===== config.mk =====
export PLATFORM = sky130hd
export DESIGN_NAME = alarm_ctrl
export DESIGN_NICKNAME = d
export VERILOG_FILES = /design/src/rtl/alarm_ctrl.sv
export SDC_FILE = /design/constraint.sdc
export NUM_CORES = 1
export LEC_CHECK = 0
export ABC_AREA = 1
export CAP_MARGIN = 15
export CORE_MARGIN = 4
export CORE_UTILIZATION = 37
export DETAILED_ROUTE_END_ITERATION = 8
export HOLD_SLACK_MARGIN = 0.15
export PLACE_DENSITY = 0.72
export SYNTH_ARGS = -nofsm -noshare
export SYNTH_HDL_FRONTEND = slang
export SYNTH_SLANG_ARGS = --single-unit

===== constraint.sdc =====
create_clock -name clk -period 1.55 [get_ports clk]
set_input_delay 0.31 -clock clk [delete_from_list [all_inputs] [get_ports clk]]
set_output_delay 0.31 -clock clk [all_outputs]
set_load 0.02 [all_outputs]

===== src/rtl/alarm_ctrl.sv =====
// alarm_ctrl: alarm stage that sits behind the 24-hour BCD time counter.
//
// Holds a user-editable alarm time (HH:MM, BCD). It detects the first
// second of the alarm minute and runs an IDLE/ARMED/RINGING/SNOOZE state
// machine. It drives a beeping buzzer and the alarm digits for the display
// mux.
//
// Ports
//   clk, rst                 system clock, synchronous active-high reset
//   tick_1hz                 one-cycle enable, once per second
//   hour_t..sec_o            current time, BCD digits (24 h)
//   set_mode                 level, enables alarm-time editing
//   inc_hour, inc_min        one-cycle pulses, alarm hour/minute +1
//   arm_tgl, snooze, dismiss one-cycle user pulses
//   al_digit3..al_digit0     alarm HH:MM for display
//   armed/ringing/snoozing   state flags
//   buzzer                   beep drive (ringing AND beep phase)
//
// Optional build macro: ALARM_AUTO_STOP_EN. When it is defined, a ring
// that nobody answers returns to ARMED after RING_SEC ticks.
module alarm_ctrl #(
    parameter int unsigned SNOOZE_SEC = 300,
    parameter int unsigned RING_SEC   = 60,
    parameter int unsigned INIT_H3    = 0,
    parameter int unsigned INIT_H2    = 7,
    parameter int unsigned INIT_M1    = 0,
    parameter int unsigned INIT_M0    = 0
) (
    input  logic       clk,
    input  logic       rst,
    input  logic       tick_1hz,
    input  logic [3:0] hour_t,
    input  logic [3:0] hour_o,
    input  logic [3:0] min_t,
    input  logic [3:0] min_o,
    input  logic [3:0] sec_t,
    input  logic [3:0] sec_o,
    input  logic       set_mode,
    input  logic       inc_hour,
    input  logic       inc_min,
    input  logic       arm_tgl,
    input  logic       snooze,
    input  logic       dismiss,
    output logic [3:0] al_digit3,
    output logic [3:0] al_digit2,
    output logic [3:0] al_digit1,
    output logic [3:0] al_digit0,
    output logic       armed,
    output logic       ringing,
    output logic       snoozing,
    output logic       buzzer
);

    typedef enum logic [1:0] {
        ST_IDLE    = 2'd0,
        ST_ARMED   = 2'd1,
        ST_RINGING = 2'd2,
        ST_SNOOZE  = 2'd3
    } state_t;

    localparam logic [9:0] SNZ_LAST = 10'(SNOOZE_SEC - 1);
    localparam logic [9:0] SNZ_MAX  = 10'h3FF;

    // BCD hour increment wrapping 23 -> 00
    function automatic logic [7:0] bcd_inc_hour(input logic [3:0] t, input logic [3:0] o);
        logic [7:0] r;
        if (t == 4'd2 && o == 4'd3) begin
            r = 8'h00;
        end else if (o == 4'd9) begin
            r = {t + 4'd1, 4'd0};
        end else begin
            r = {t, o + 4'd1};
        end
        return r;
    endfunction

    // BCD minute increment wrapping 59 -> 00, no carry out
    function automatic logic [7:0] bcd_inc_min(input logic [3:0] t, input logic [3:0] o);
        logic [7:0] r;
        if (o != 4'd9) begin
            r = {t, o + 4'd1};
        end else if (t == 4'd5) begin
            r = 8'h00;
        end else begin
            r = {t + 4'd1, 4'd0};
        end
        return r;
    endfunction

    logic [3:0] al_h3_r, al_h2_r, al_m1_r, al_m0_r;
    logic       eq_now_s, eq_r, match_s;
    state_t     state_r, state_next_s;
    logic       phase_r, phase_next_s;
    logic [9:0] snz_cnt_r, snz_next_s;
    logic       armed_r, ringing_r, snoozing_r, buzzer_r;

`ifdef ALARM_AUTO_STOP_EN
    localparam int unsigned RING_W = (RING_SEC > 64) ? $clog2(RING_SEC) : 6;
    localparam logic [RING_W-1:0] RING_LAST = RING_W'(RING_SEC - 1);
    localparam logic [RING_W-1:0] RING_MAX  = {RING_W{1'b1}};
    logic [RING_W-1:0] ring_cnt_r, ring_next_s;
`else
    // The ring timer does not exist in this build; keep the parameter referenced.
    logic ring_sec_unused_s;
    assign ring_sec_unused_s = (RING_SEC > 0);
`endif

    // Alarm time edit; both digits pairs may step in the same cycle
    always_ff @(posedge clk) begin
        if (rst) begin
            al_h3_r <= 4'(INIT_H3);
            al_h2_r <= 4'(INIT_H2);
            al_m1_r <= 4'(INIT_M1);
            al_m0_r <= 4'(INIT_M0);
        end else if (set_mode) begin
            if (inc_hour) begin
                {al_h3_r, al_h2_r} <= bcd_inc_hour(al_h3_r, al_h2_r);
            end
            if (inc_min) begin
                {al_m1_r, al_m0_r} <= bcd_inc_min(al_m1_r, al_m0_r);
            end
        end
    end

    // Match is the rising edge of equality, so it fires once per alarm minute
    assign eq_now_s = ({hour_t, hour_o, min_t, min_o} == {al_h3_r, al_h2_r, al_m1_r, al_m0_r})
                      && (sec_t == 4'd0) && (sec_o == 4'd0) && !set_mode;
    assign match_s  = eq_now_s && !eq_r;

    // Next-state, beep phase and counter logic; arm_tgl > dismiss > snooze > match/timer
    always_comb begin
        state_next_s = state_r;
        phase_next_s = phase_r;
        snz_next_s   = snz_cnt_r;
`ifdef ALARM_AUTO_STOP_EN
        ring_next_s  = ring_cnt_r;
`endif
        case (state_r)
            ST_IDLE: begin
                if (arm_tgl) begin
                    state_next_s = ST_ARMED;
                end else begin
                    state_next_s = ST_IDLE;
                end
            end
            ST_ARMED: begin
                if (arm_tgl) begin
                    state_next_s = ST_IDLE;
                end else if (match_s) begin
                    state_next_s = ST_RINGING;
                    phase_next_s = 1'b1;
`ifdef ALARM_AUTO_STOP_EN
                    ring_next_s  = '0;
`endif
                end else begin
                    state_next_s = ST_ARMED;
                end
            end
            ST_RINGING: begin
                if (arm_tgl) begin
                    state_next_s = ST_IDLE;
                end else if (dismiss) begin
                    state_next_s = ST_ARMED;
                end else if (snooze) begin
                    state_next_s = ST_SNOOZE;
                    snz_next_s   = 10'd0;
                end else if (tick_1hz) begin
                    phase_next_s = !phase_r;
`ifdef ALARM_AUTO_STOP_EN
                    if (ring_cnt_r == RING_LAST) begin
                        state_next_s = ST_ARMED;
                    end else if (ring_cnt_r != RING_MAX) begin
                        ring_next_s = ring_cnt_r + RING_W'(1);
                    end else begin
                        ring_next_s = ring_cnt_r;
                    end
`endif
                end else begin
                    state_next_s = ST_RINGING;
                end
            end
            ST_SNOOZE: begin
                if (arm_tgl) begin
                    state_next_s = ST_IDLE;
                end else if (dismiss) begin
                    state_next_s = ST_ARMED;
                end else if (tick_1hz) begin
                    if (snz_cnt_r == SNZ_LAST) begin
                        state_next_s = ST_RINGING;
                        phase_next_s = 1'b1;
`ifdef ALARM_AUTO_STOP_EN
                        ring_next_s  = '0;
`endif
                    end else if (snz_cnt_r != SNZ_MAX) begin
                        snz_next_s = snz_cnt_r + 10'd1;
                    end else begin
                        snz_next_s = snz_cnt_r;
                    end
                end else begin
                    state_next_s = ST_SNOOZE;
                end
            end
            default: begin
                state_next_s = ST_IDLE;
            end
        endcase
    end

    // State, counters and output flags; flags are loaded from next state so
    // they line up with the state register with no extra cycle of delay
    always_ff @(posedge clk) begin
        if (rst) begin
            state_r    <= ST_IDLE;
            phase_r    <= 1'b1;
            snz_cnt_r  <= 10'd0;
            eq_r       <= 1'b0;
            armed_r    <= 1'b0;
            ringing_r  <= 1'b0;
            snoozing_r <= 1'b0;
            buzzer_r   <= 1'b0;
`ifdef ALARM_AUTO_STOP_EN
            ring_cnt_r <= '0;
`endif
        end else begin
            state_r    <= state_next_s;
            phase_r    <= phase_next_s;
            snz_cnt_r  <= snz_next_s;
            eq_r       <= eq_now_s;
            armed_r    <= (state_next_s != ST_IDLE);
            ringing_r  <= (state_next_s == ST_RINGING);
            snoozing_r <= (state_next_s == ST_SNOOZE);
            buzzer_r   <= (state_next_s == ST_RINGING) && phase_next_s;
`ifdef ALARM_AUTO_STOP_EN
            ring_cnt_r <= ring_next_s;
`endif
        end
    end

    assign al_digit3 = al_h3_r;
    assign al_digit2 = al_h2_r;
    assign al_digit1 = al_m1_r;
    assign al_digit0 = al_m0_r;
    assign armed     = armed_r;
    assign ringing   = ringing_r;
    assign snoozing  = snoozing_r;
    assign buzzer    = buzzer_r;

endmodule


==> results.toml, run 1 <==
[clock_network]
cts-htree-levels = 2
clk_path_buf_depth = 2
cts_tree = "done"
root_buffer = "clkbuf_8"
postCtsHoldBufs = 0
cts_buffers = 5
cts.sinks = 34
insertion_delay_ps = 290
clkSlewWorstSetupHoldPaths_ps = 70

[sta]
period_needed_ps = 1520
final-setup-viol-count = 0
maxSlewViolCount = 0
rsz0062_at_grt = "yes"
period_share_pct = 98.1
tightest_slew_ps = 326
finalClockSkew_ps = 4.52
finalHoldViolations = 0
fin_tns_setup_ps = 0
timing.slew.headroom_pct = 78.2
fin_ws_ps = 29.7
fmax_ghz = 0.658

[synth]
synth_fp_nets = 385
synth_seq_cells = 34
syn_inst = 347
yosys_warnings = 0
synth_cell_types = 33
ys_seq_area_share_pct = 31.1
avgSynthCellArea_um2 = 6.30
syn-cell-area_um2 = 2190

[power]
seq_power_share_pct = 46.8
pwr-share-comb_pct = 17.4
finalPower_w = 0.00195
switching_power_w = 0.000533
p_per_area_nw_per_um2 = 559
internal_power_w = 0.00142
p_leak_nw = 1.76
switching_share_pct = 27.3
irDropWorstVdd_v = 0.000377
clkPwrFrac_pct = 35.8

[flow_run]
maxCapViolCount = 0

[cells_and_area]
n_antenna_cell = 0
layout.cells.most_common = "nand2_1"
syn_to_final_growth_pct = 59.8
final_util_pct = 62.3
drive_above_1_share_pct = 31.7
multi_input_area_um2 = 1420
fillers = 517
seqCellArea_um2 = 719
layout_common_cells = "nand2_1, inv_1, buf_4"
final_nets = 485

[setup_path]
path_class = "reg -> reg"
crit_arrival_ps = 1750
cpPeakStageDelay_ps = 330
r2r_cells = 12
cp_cell_sequence = "buf_6 > nand2_2 > nand2_2 > inv_2 > nand2_2 > nor2_2 > nand3_2 > nor2_4 > nand3_2 > a21oi_4 > nand2_2 > nor2_2"
critPathSlowestCell = "dfxtp_2"
crit_fanout = 3
start_kind = "flip-flop"
required_ps = 1780
path_common_cell = "nand2_2"
cp-end-kind = "flip-flop"

[routing]
top_layer = "met4"
totalWireLength_um = 6430
dr.pass1.iters = 4
wl_met1_um = 2710
drt-initial-drc-count = 64
routedWlPerCell_um = 12.4
wl_met2_um = 3250
num_vias = 2507
wl_met3_um = 351
via_per_inst = 4.82
ant_nets = 0
drc = 0

[floorplan]
core-area_um2 = 5610
die_w_um = 84.9
rows = 27
start_util_pct = 39.0
chipHeight_um = 84.9
dieArea_um2 = 7210
pin_count = 53

[grt]
grt_usage_pct = 16.6
gr-total-overflow = 0
grt_pass1_wl_um = 10000
grt_pass1_vias = 2506
antenna_found_initial = 0
grt_max_degree = 12

[worst_hold_path]
holdPathStages = 5
min_path_type = "in -> reg"

[run_status]
status = "finished clean"

[placed_design]
place_hpwl_um = 4450
globalplace.congestion = 0.852
dp_worst_setup_slack_ps = -349
io_buffers = 52
## metrics by stage
step                area (um2)  std cells  hold WS, ps
floorplan                 2190        347          383
global placement          3010        497          500
detailed placement        3010        497          506
CTS                       3130        508          517
global route              3490        520          512
finish                    3490        520          477
## final timing paths
path / startpoint / to / slack, ps
max: al_digit1[3] / buzzer / 30
min: inc_min / al_digit0[1] / 480
max reg2reg: al_digit1[3] / buzzer / 30
min reg2reg: al_digit1[1] / al_digit1[1] / 500
## cells by family after synthesis
kind of cell             Yosys count  share of synthesized area [%]
AO/OA/AOI/OAI                     46                           12.1
XOR/XNOR                          13                           5.21
adder cells (fa/ha/maj)            5                           2.86
buffers and inverters             70                           12.2
flip-flops                        34                           31.1
AND/OR/NAND/NOR                  179                           36.5
## synth_stat cells
cell / n / share of area (%)
nor4_2: 1 / 0.57
clkbuf_1: 3 / 0.51
inv_1: 53 / 9.1
a21oi_2: 1 / 0.40
xor2_1: 7 / 2.8
nand3_2: 2 / 0.92
xnor2_1: 6 / 2.4
ha_1: 5 / 2.9
nor4_1: 1 / 0.29
inv_2: 9 / 1.5
or2_2: 1 / 0.29
buf_2: 3 / 0.69
dfxtp_1: 34 / 31
nor3_1: 8 / 1.8
nor2_1: 38 / 6.5
clkinv_1: 2 / 0.34
a21boi_1: 1 / 0.34
nand2_2: 3 / 0.86
nor3b_1: 1 / 0.34
nor2_2: 4 / 1.1
a211oi_1: 1 / 0.34
nor2_4: 1 / 0.51
nand2_1: 87 / 15
o31ai_1: 3 / 1.0
o211ai_1: 3 / 1.0
or2_0: 1 / 0.29
a21oi_4: 1 / 0.74
nand4_1: 8 / 2.3
nand3_1: 21 / 4.8
a21oi_1: 28 / 6.4
nor3_2: 2 / 0.92
o21ai_0: 4 / 0.92
o21ai_1: 4 / 0.92
## per-layer routing
metal	vias up	track usage, %
met5	-	0
met4	0	5.76
met3	14	4.76
met2	68	30.4
met1	1129	18.2
li1	1296	-
## state kept, by name (all words and copies together) (netlist names), 2 cells and up
| signal | flops |
|---|---|
| al_digit3 | 4 |
| state_r | 2 |
| al_digit1 | 4 |
| al_digit0 | 4 |
| snz_cnt_r | 10 |
| al_digit2 | 4 |
## power groups by stage
stage / clock network [W] / logic, W / registers, W
after floorplan: 0 / 0.000131 / 0.000943
after global placement: 0 / 0.000312 / 0.000935
after detailed placement: 0 / 0.000319 / 0.000935
after CTS: 0.000705 / 0.000315 / 0.000915
after global routing: 0.000748 / 0.000376 / 0.000917
final: 0.000699 / 0.000339 / 0.000914
## critical path, delay by kind of cell (launching register included)
kind,cells,cell delay (ps)
buffers and inverters,2,150
and+or+nand+nor,9,810
AOI/OAI and AO/OA,1,180
DFF,1,330
## cell type report
cell class / instances / area share [%]
timing repair buffer: 98 / 26.6
clock buffer: 7 / 2.47
inverter: 64 / 6.95
multi-input combinational: 244 / 40.7
clock inverter: 1 / 0.143
tap: 72 / 2.58
sequential: 34 / 20.6
## timing repair
action | in CTS | in global routing
resized for setup | 24 | 104
pin swaps | 2 | 53
gates cloned | 0 | 3
endpoints found under the setup margin | 23 | 27
setup buffers | 3 | 9
No activity file was read; power rests on OpenSTA's default activity.
==> run 2: changes to the inputs <==
--- a/config.mk
+++ b/config.mk
@@ -11,7 +11,7 @@
 export CORE_UTILIZATION = 37
 export DETAILED_ROUTE_END_ITERATION = 8
 export HOLD_SLACK_MARGIN = 0.15
-export PLACE_DENSITY = 0.72
+export PLACE_DENSITY = 0.7
 export SYNTH_ARGS = -nofsm -noshare
 export SYNTH_HDL_FRONTEND = slang
 export SYNTH_SLANG_ARGS = --single-unit
==> constraint.sdc (replaced) <==
create_clock -name clk -period 1.8 [get_ports clk]
set_input_delay 0.36 -clock clk [delete_from_list [all_inputs] [get_ports clk]]
set_output_delay 0.36 -clock clk [all_outputs]
set_load 0.02 [all_outputs]
==> run 2 against run 1 <==
  * Critical path depth fell by 11
  * Cell area is 13% lower
  * Worst setup slack better by 30 ps
  * Register-to-register slack improved by 160 ps
  * Largest cell class unchanged
==> results.toml, run 2 (synthesized netlist as in run 1, its figures left out) <==
[grt]
grt.busiest_layer = "met2"
grt_pass1_wl_um = 9030
use_met2_pct = 26.3
gr-total-overflow = 0
met1_usage_pct = 17.6
grt_usage_pct = 15.0
grt_pass1_vias = 2125
met3_usage_pct = 5.34
antenna_found_initial = 0
grt_max_degree = 21

[cells_and_area]
largest_reg_flops = 10
drive_above_1_share_pct = 13.4
n_antenna_cell = 0
top_register = "snz_cnt_r"
layout.cells.most_common = "nand2_1"
syn_to_final_growth_pct = 38.4
stdcell_count = 490
final_util_pct = 54.0
final_nets = 455
layout_common_cells = "nand2_1, inv_1, clkdlybuf4s50_1"

[sta]
period_needed_ps = 1740
fin_ws_ps = 60.2
timing.slew.headroom_pct = 78.7
tightest_slew_ps = 320
finalHoldViolations = 0
fmax_ghz = 0.575
maxSlewViolCount = 0
finalClockSkew_ps = 4.75
final-setup-viol-count = 0
period_share_pct = 96.7

[setup_path]
required_ps = 1440
rrSetupSlack_ps = 190
cpPeakStageDelay_ps = 660
cp_cell_sequence = "clkdlybuf4s50_1"
start_kind = "flip-flop"
r2r_cells = 9
critPathSlowestCell = "clkdlybuf4s50_1"
path_class = "reg -> out"
reg2reg_from = "snz_cnt_r[0]"
path_buf_inv = 1
crit_fanout = 6
cp_top_family = "buffers and inverters"
r2r-end = "snz_cnt_r[1]"
cp-end-kind = "primary output"
crit_arrival_ps = 1380
worstSetupPathDepth = 1

[placed_design]
globalplace.congestion = 0.918
dpl.cell_count = 481
io_buffers = 52
dp_worst_setup_slack_ps = -161
place_hpwl_um = 4160

[worst_hold_path]
min_path_type = "reg -> reg"
hold_start = "snz_cnt_r[6]"
holdPathStages = 2
whs_endpoint = "snz_cnt_r[6]"

[clock_network]
cts.sinks = 34
insertion_delay_ps = 280
root_buffer = "clkbuf_8"
cts_buffers = 5
clkSlewWorstSetupHoldPaths_ps = 70
cts-htree-levels = 2
cts_tree = "done"
clk_path_buf_depth = 2

[routing]
routedWlPerCell_um = 10.7
totalWireLength_um = 5250
drc = 0
drt-initial-drc-count = 81
num_vias = 2294
via_per_inst = 4.68
ant_nets = 0
dr.pass1.iters = 4

[power]
switching_power_w = 0.000426
clkPwrFrac_pct = 39.9
pwr-share-comb_pct = 15.0
irDropWorstVdd_v = 0.000327
p_per_area_nw_per_um2 = 575
internal_power_w = 0.00132
switching_share_pct = 24.5
p_leak_nw = 1.29
seq_power_share_pct = 45.1

[floorplan]
pin_count = 53
start_util_pct = 39.0
rows = 27
chipHeight_um = 84.9
dieArea_um2 = 7210
core-area_um2 = 5610
die_w_um = 84.9

[run_status]
status = "finished clean"

[flow_run]
maxCapViolCount = 0
==> run 2: cell types whose count changed in the layout (fill, tap and decap cells not counted), moves of 11 or more <==
cell,change
buf_4,-25
clkdlybuf4s50_1,+42
dfxtp_1,+17
dfxtp_2,-11
dlygate4sd2_1,-16
dlymetal6s2s_1,-26
==> run 2: metrics by stage <==
stage | power (W) | hold slack [ps] | setup TNS [ps] | instance area [um2]
after floorplan | 0.000924 | 433 | 0 | 2190
final | 0.00174 | 500 | 0 | 3030
after global placement | 0.00106 | 493 | -611 | 2890
after CTS | 0.00176 | 502 | 0 | 3000
after detailed placement | 0.00107 | 492 | -901 | 2890
after global routing | 0.00183 | 542 | -7.92 | 3030
==> run 2: power groups by stage <==
stage	clock network, W	logic, W	registers, W
3_3_place_gp	0	0.000260	0.000803
2_1_floorplan	0	0.000113	0.000811
4_1_cts	0.000708	0.000264	0.000786
6_report	0.000694	0.000261	0.000786
5_1_grt	0.000752	0.000292	0.000789
3_5_place_dp	0	0.000264	0.000804
==> run 2: tightest hold or removal path, cell delays in order, from the launching register on <==
cell and delay [ps]:
dfxtp_1 330, nand2_1 70, a21oi_1 50
==> run 2: worst max-delay path by stage <==
stage / end / startpoint
finish: al_digit2[3] / al_digit2[3]
detailed placement: al_digit1[3] / set_mode
CTS: al_digit2[2] / al_digit2[2]
global route: al_digit1[3] / set_mode
floorplan: al_digit3[0] / al_digit2[0]
global placement: phase_r / tick_1hz
==> run 2: repair_timing <==
item                                    in CTS  in global routing
endpoints found under the setup margin       2                 11
setup buffers                                0                  1
resized for setup                            2                  7
hold buffers                                 0                  0
pin swaps                                    0                  1
==> run 2: area by class of cell <==
type	instances	area [um2]
tap	72	90.1
fill	574	2580
sequential	34	683
clock buffer	5	68.8
multi-input combinational	243	1250
clock inverter	3	40.0
timing repair buffer	69	652
inverter	64	240
==> run 2: per-layer routing <==
metal  vias up  part of all wire (%)
li1       1231                     -
met1       999                    45
met2        59                    47
met3         5                   7.0
met4         0                  0.92
met5         -                     0
==> edit 1, RTL diff (config.mk and constraints of run 1) <==
Encoding of `state_t`: now one-hot (4 bits for 4 states).
--- a/src/rtl/alarm_ctrl.sv
+++ b/src/rtl/alarm_ctrl.sv
@@ -51,11 +51,11 @@
     output logic       buzzer
 );
 
-    typedef enum logic [1:0] {
-        ST_IDLE    = 2'd0,
-        ST_ARMED   = 2'd1,
-        ST_RINGING = 2'd2,
-        ST_SNOOZE  = 2'd3
+    typedef enum logic [3:0] {
+        ST_IDLE    = 4'b0001,
+        ST_ARMED   = 4'b0010,
+        ST_RINGING = 4'b0100,
+        ST_SNOOZE  = 4'b1000
     } state_t;
 
     localparam logic [9:0] SNZ_LAST = 10'(SNOOZE_SEC - 1);
Behaviour: no difference found for any inputs over 10 cycles, from zero or initial values and one cycle with rst high; not proved beyond that.
==> edit 1 against run 1 <==
The run now ends with setup timing left; synthesized area rose by 7.8%; via count grew 4.5%; maximum frequency decreased by 10%; sequential share of layout area is 0.80 points lower; sequential cell count is 2 higher; final cell count grew 3.5%; clock skew grew 0.012 ns; total power up 2.1%; first-iteration DRC count rose to 3.0 times the old value; worst setup slack worse by 0.17 ns; routed wire length rose by 15%; design area grew 8.6%; die area rose by 7.1%; critical endpoint is now snz_cnt_r[5].
==> edit 1: results <==
group,metric,value,unit
global_routing,largest_net_degree_at_the_start_of_global_routing,19,
critical_path,critical_path.slowest_cell,"dfxtp_1",
clock_tree,worst_setup_hold_path_clk_slew,0.09,ns
critical_path,critical_path.max_stage_delay,0.45,ns
placement,dpl.hpwl,4.98,mm
timing,whs,0.484,ns
global_routing,number_of_global_route_vias_before_repair,2437,
timing,setup_viol,11,
synth,synth.top_cells.by_area,"dfxtp_1 31%, nand2_1 14%, nor2_1 8.0%",
outcome,violations,"setup timing",
critical_path,worst_setup_path_endpoint,"snz_cnt_r[5]",
routing,dr.first_iter.drc_count,195,
global_routing,grt_pass1_wl,11.0,mm
layout,filler_cell_count,505,
power_and_ir_drop,total_leakage_power,0.00179,uW
power_and_ir_drop,combinationalPower,346,uW
timing,setup_tns,-0.660,ns
synth,synth_seq_area_share,30.6,%
critical_path,arrival_time_at_the_worst_endpoint,1.92,ns
synth,synth_fp_nets,391,
power_and_ir_drop,pwr.group.sequential,966,uW
power_and_ir_drop,net-switching-power,566,uW
routing,detailedRoute.firstPassIterationCount,5,
hold_path,hold_path_depth,1,
hold_path,timing.hold.worst.start,"al_digit2[0]",
clock_tree,cts-buffers-inserted,5,
power_and_ir_drop,power.density_cell_area,526,mW/mm2
routing,postRouteWirelength,7.41,mm
layout,drive_above_1_share,36.3,%
timing,minimum_setup_slack_in_the_final_design,-0.142,ns
layout,area.growth.synth_to_final,60.8,%
outcome,run_status,"finished with violations",
placement,cell_area_after_placement,0.00328,mm2
synth,synth_top_cells_by_count,"89 x nand2_1, 50 x nor2_1, 39 x inv_1",
power_and_ir_drop,vdd_drop_max,0.000385,V
layout,design.final.nets,500,
routing,drt-wirelength-per-cell,13.8,um
critical_path,startpoint_of_the_worst_slack_reg_to_reg_timing_path,"snz_cnt_r[2]",
placement,numPlacedInstances,517,
placement,dp_slack,-0.386,ns
clock_tree,postCtsSetupBuffers,8,
critical_path,timing.critical_path.fanout_max,4,
synth,ys_types,37,
clock_tree,post_cts_resized,32,
## edit 1: logic make-up after synthesis
family / Yosys count / share of synthesized area [%]
xor+xnor: 11 / 4.09
simple gates: 197 / 40.1
fa+ha+maj: 5 / 2.65
flops: 36 / 30.6
buf+inv: 63 / 10.9
compound gates: 41 / 11.7
## edit 1: final cells by class
| type | count | area share [%] |
|---|---|---|
| inverters | 57 | 5.77 |
| repair buffers | 108 | 27.2 |
| multi-input cells | 254 | 42.4 |
| clock buffers | 5 | 1.81 |
| well taps | 75 | 2.47 |
| clock inverters | 3 | 0.495 |
| flip-flops and latches | 36 | 19.8 |
## edit 1: per-layer routing
layer	routed length, um	vias up	share of wire (%)	track usage [%]
li1	-	1344	-	-
met1	3070	1184	41	22.2
met2	3720	72	50	31.1
met3	433	20	5.8	3.76
met4	194	0	2.6	4.60
met5	0	-	0	0
==> edit 2, RTL diff (settings of run 1) <==
Without the edit above. Add a define of `ALARM_AUTO_STOP_EN`.
--- a/src/rtl/alarm_ctrl.sv
+++ b/src/rtl/alarm_ctrl.sv
@@ -18,6 +18,8 @@
 //
 // Optional build macro: ALARM_AUTO_STOP_EN. When it is defined, a ring
 // that nobody answers returns to ARMED after RING_SEC ticks.
+`define ALARM_AUTO_STOP_EN
+
 module alarm_ctrl #(
     parameter int unsigned SNOOZE_SEC = 300,
     parameter int unsigned RING_SEC   = 60,
Function: no difference found for any inputs over 10 cycles, from zero or initial values and one cycle with rst high; that may be too few to reach the edited logic, so the function may still have changed.
==> edit 2 against run 1 <==
The run now ends with setup timing left; total power increased by 12%; sequential share of layout area increased by 0.74 points; sequential power increased by 18%; design area increased by 11%; core utilization decreased by 1.7 points; first-iteration DRC count increased by 70%; sequential cell count increased by 6; clock skew increased by 0.0031 ns; combinational power increased by 10%; routed wire length increased by 14%; worst setup slack got worse by 0.19 ns; hold slack got worse by 0.16 ns; synthesized area increased by 14%; critical path type unchanged.
==> edit 2: results <==
group,metric,value,unit
global_routing,grtUsageMet2,32.7,%
placement,dp_slack,-0.445,ns
synth,syn_area_per_cell,6.58,um2
global_routing,largest_net_degree_at_the_start_of_global_routing,13,
power_and_ir_drop,finalPower,2190,uW
timing,setup_viol,18,
outcome,violations,"setup timing",
timing,minimum_setup_slack_in_the_final_design,-0.155,ns
layout,drive_above_1_share,35.4,%
outcome,run_status,"finished with violations",
routing,routed_via_count_divided_by_cell_count,4.85,
routing,dr.first_iter.drc_count,109,
power_and_ir_drop,total_leakage_power,0.00184,uW
layout,filler_cell_count,594,
layout,multi_input_gate_area_in_the_final_layout,0.00165,mm2
power_and_ir_drop,vdd_drop_max,0.000311,V
power_and_ir_drop,power.clock.total,743,uW
timing,setup_tns,-1.95,ns
synth,yosys.area_share.xor_xnor,4.58,%
global_routing,global_route.usage.total,18.4,%
synth,synth_seq_area_share,32.2,%
critical_path,arrival_time_at_the_worst_endpoint,1.94,ns
hold_path,worstHoldEndpoint,"al_digit0[0]",
critical_path,r2r_end,"snz_cnt_r[5]",
synth,synth_adder_area_share,3.02,%
layout,design.final.nets,538,
layout,finalNonFillerCells,577,
-- edit 2: timing repair --
action | CTS | global route
resized for setup | 61 | 55
pin swaps | 42 | 21
setup buffers | 5 | 6
setup endpoints to repair | 45 | 31
-- edit 2: final cells by class --
| class | instances | area share, % |
|---|---|---|
| clock buffer | 6 | 2.12 |
| clock inverter | 2 | 0.257 |
| inverter | 54 | 5.40 |
| multi-input combinational | 280 | 42.3 |
| sequential | 40 | 21.3 |
| tap | 77 | 2.47 |
| timing repair buffer | 118 | 26.1 |
-- edit 2: worst min-delay path: stages --
cell and delay [ns]:
dlymetal6s2s_1 0.13, nand2_2 0.09, a21oi_1 0.06
-- edit 2: layer usage --
layer | wire (um) | vias to the layer above | share of wire [%]
met5 | 0 | - | 0
met4 | 136 | 0 | 1.9
met3 | 366 | 11 | 5.0
met2 | 3780 | 78 | 52
met1 | 3050 | 1269 | 42
li1 | - | 1439 | -
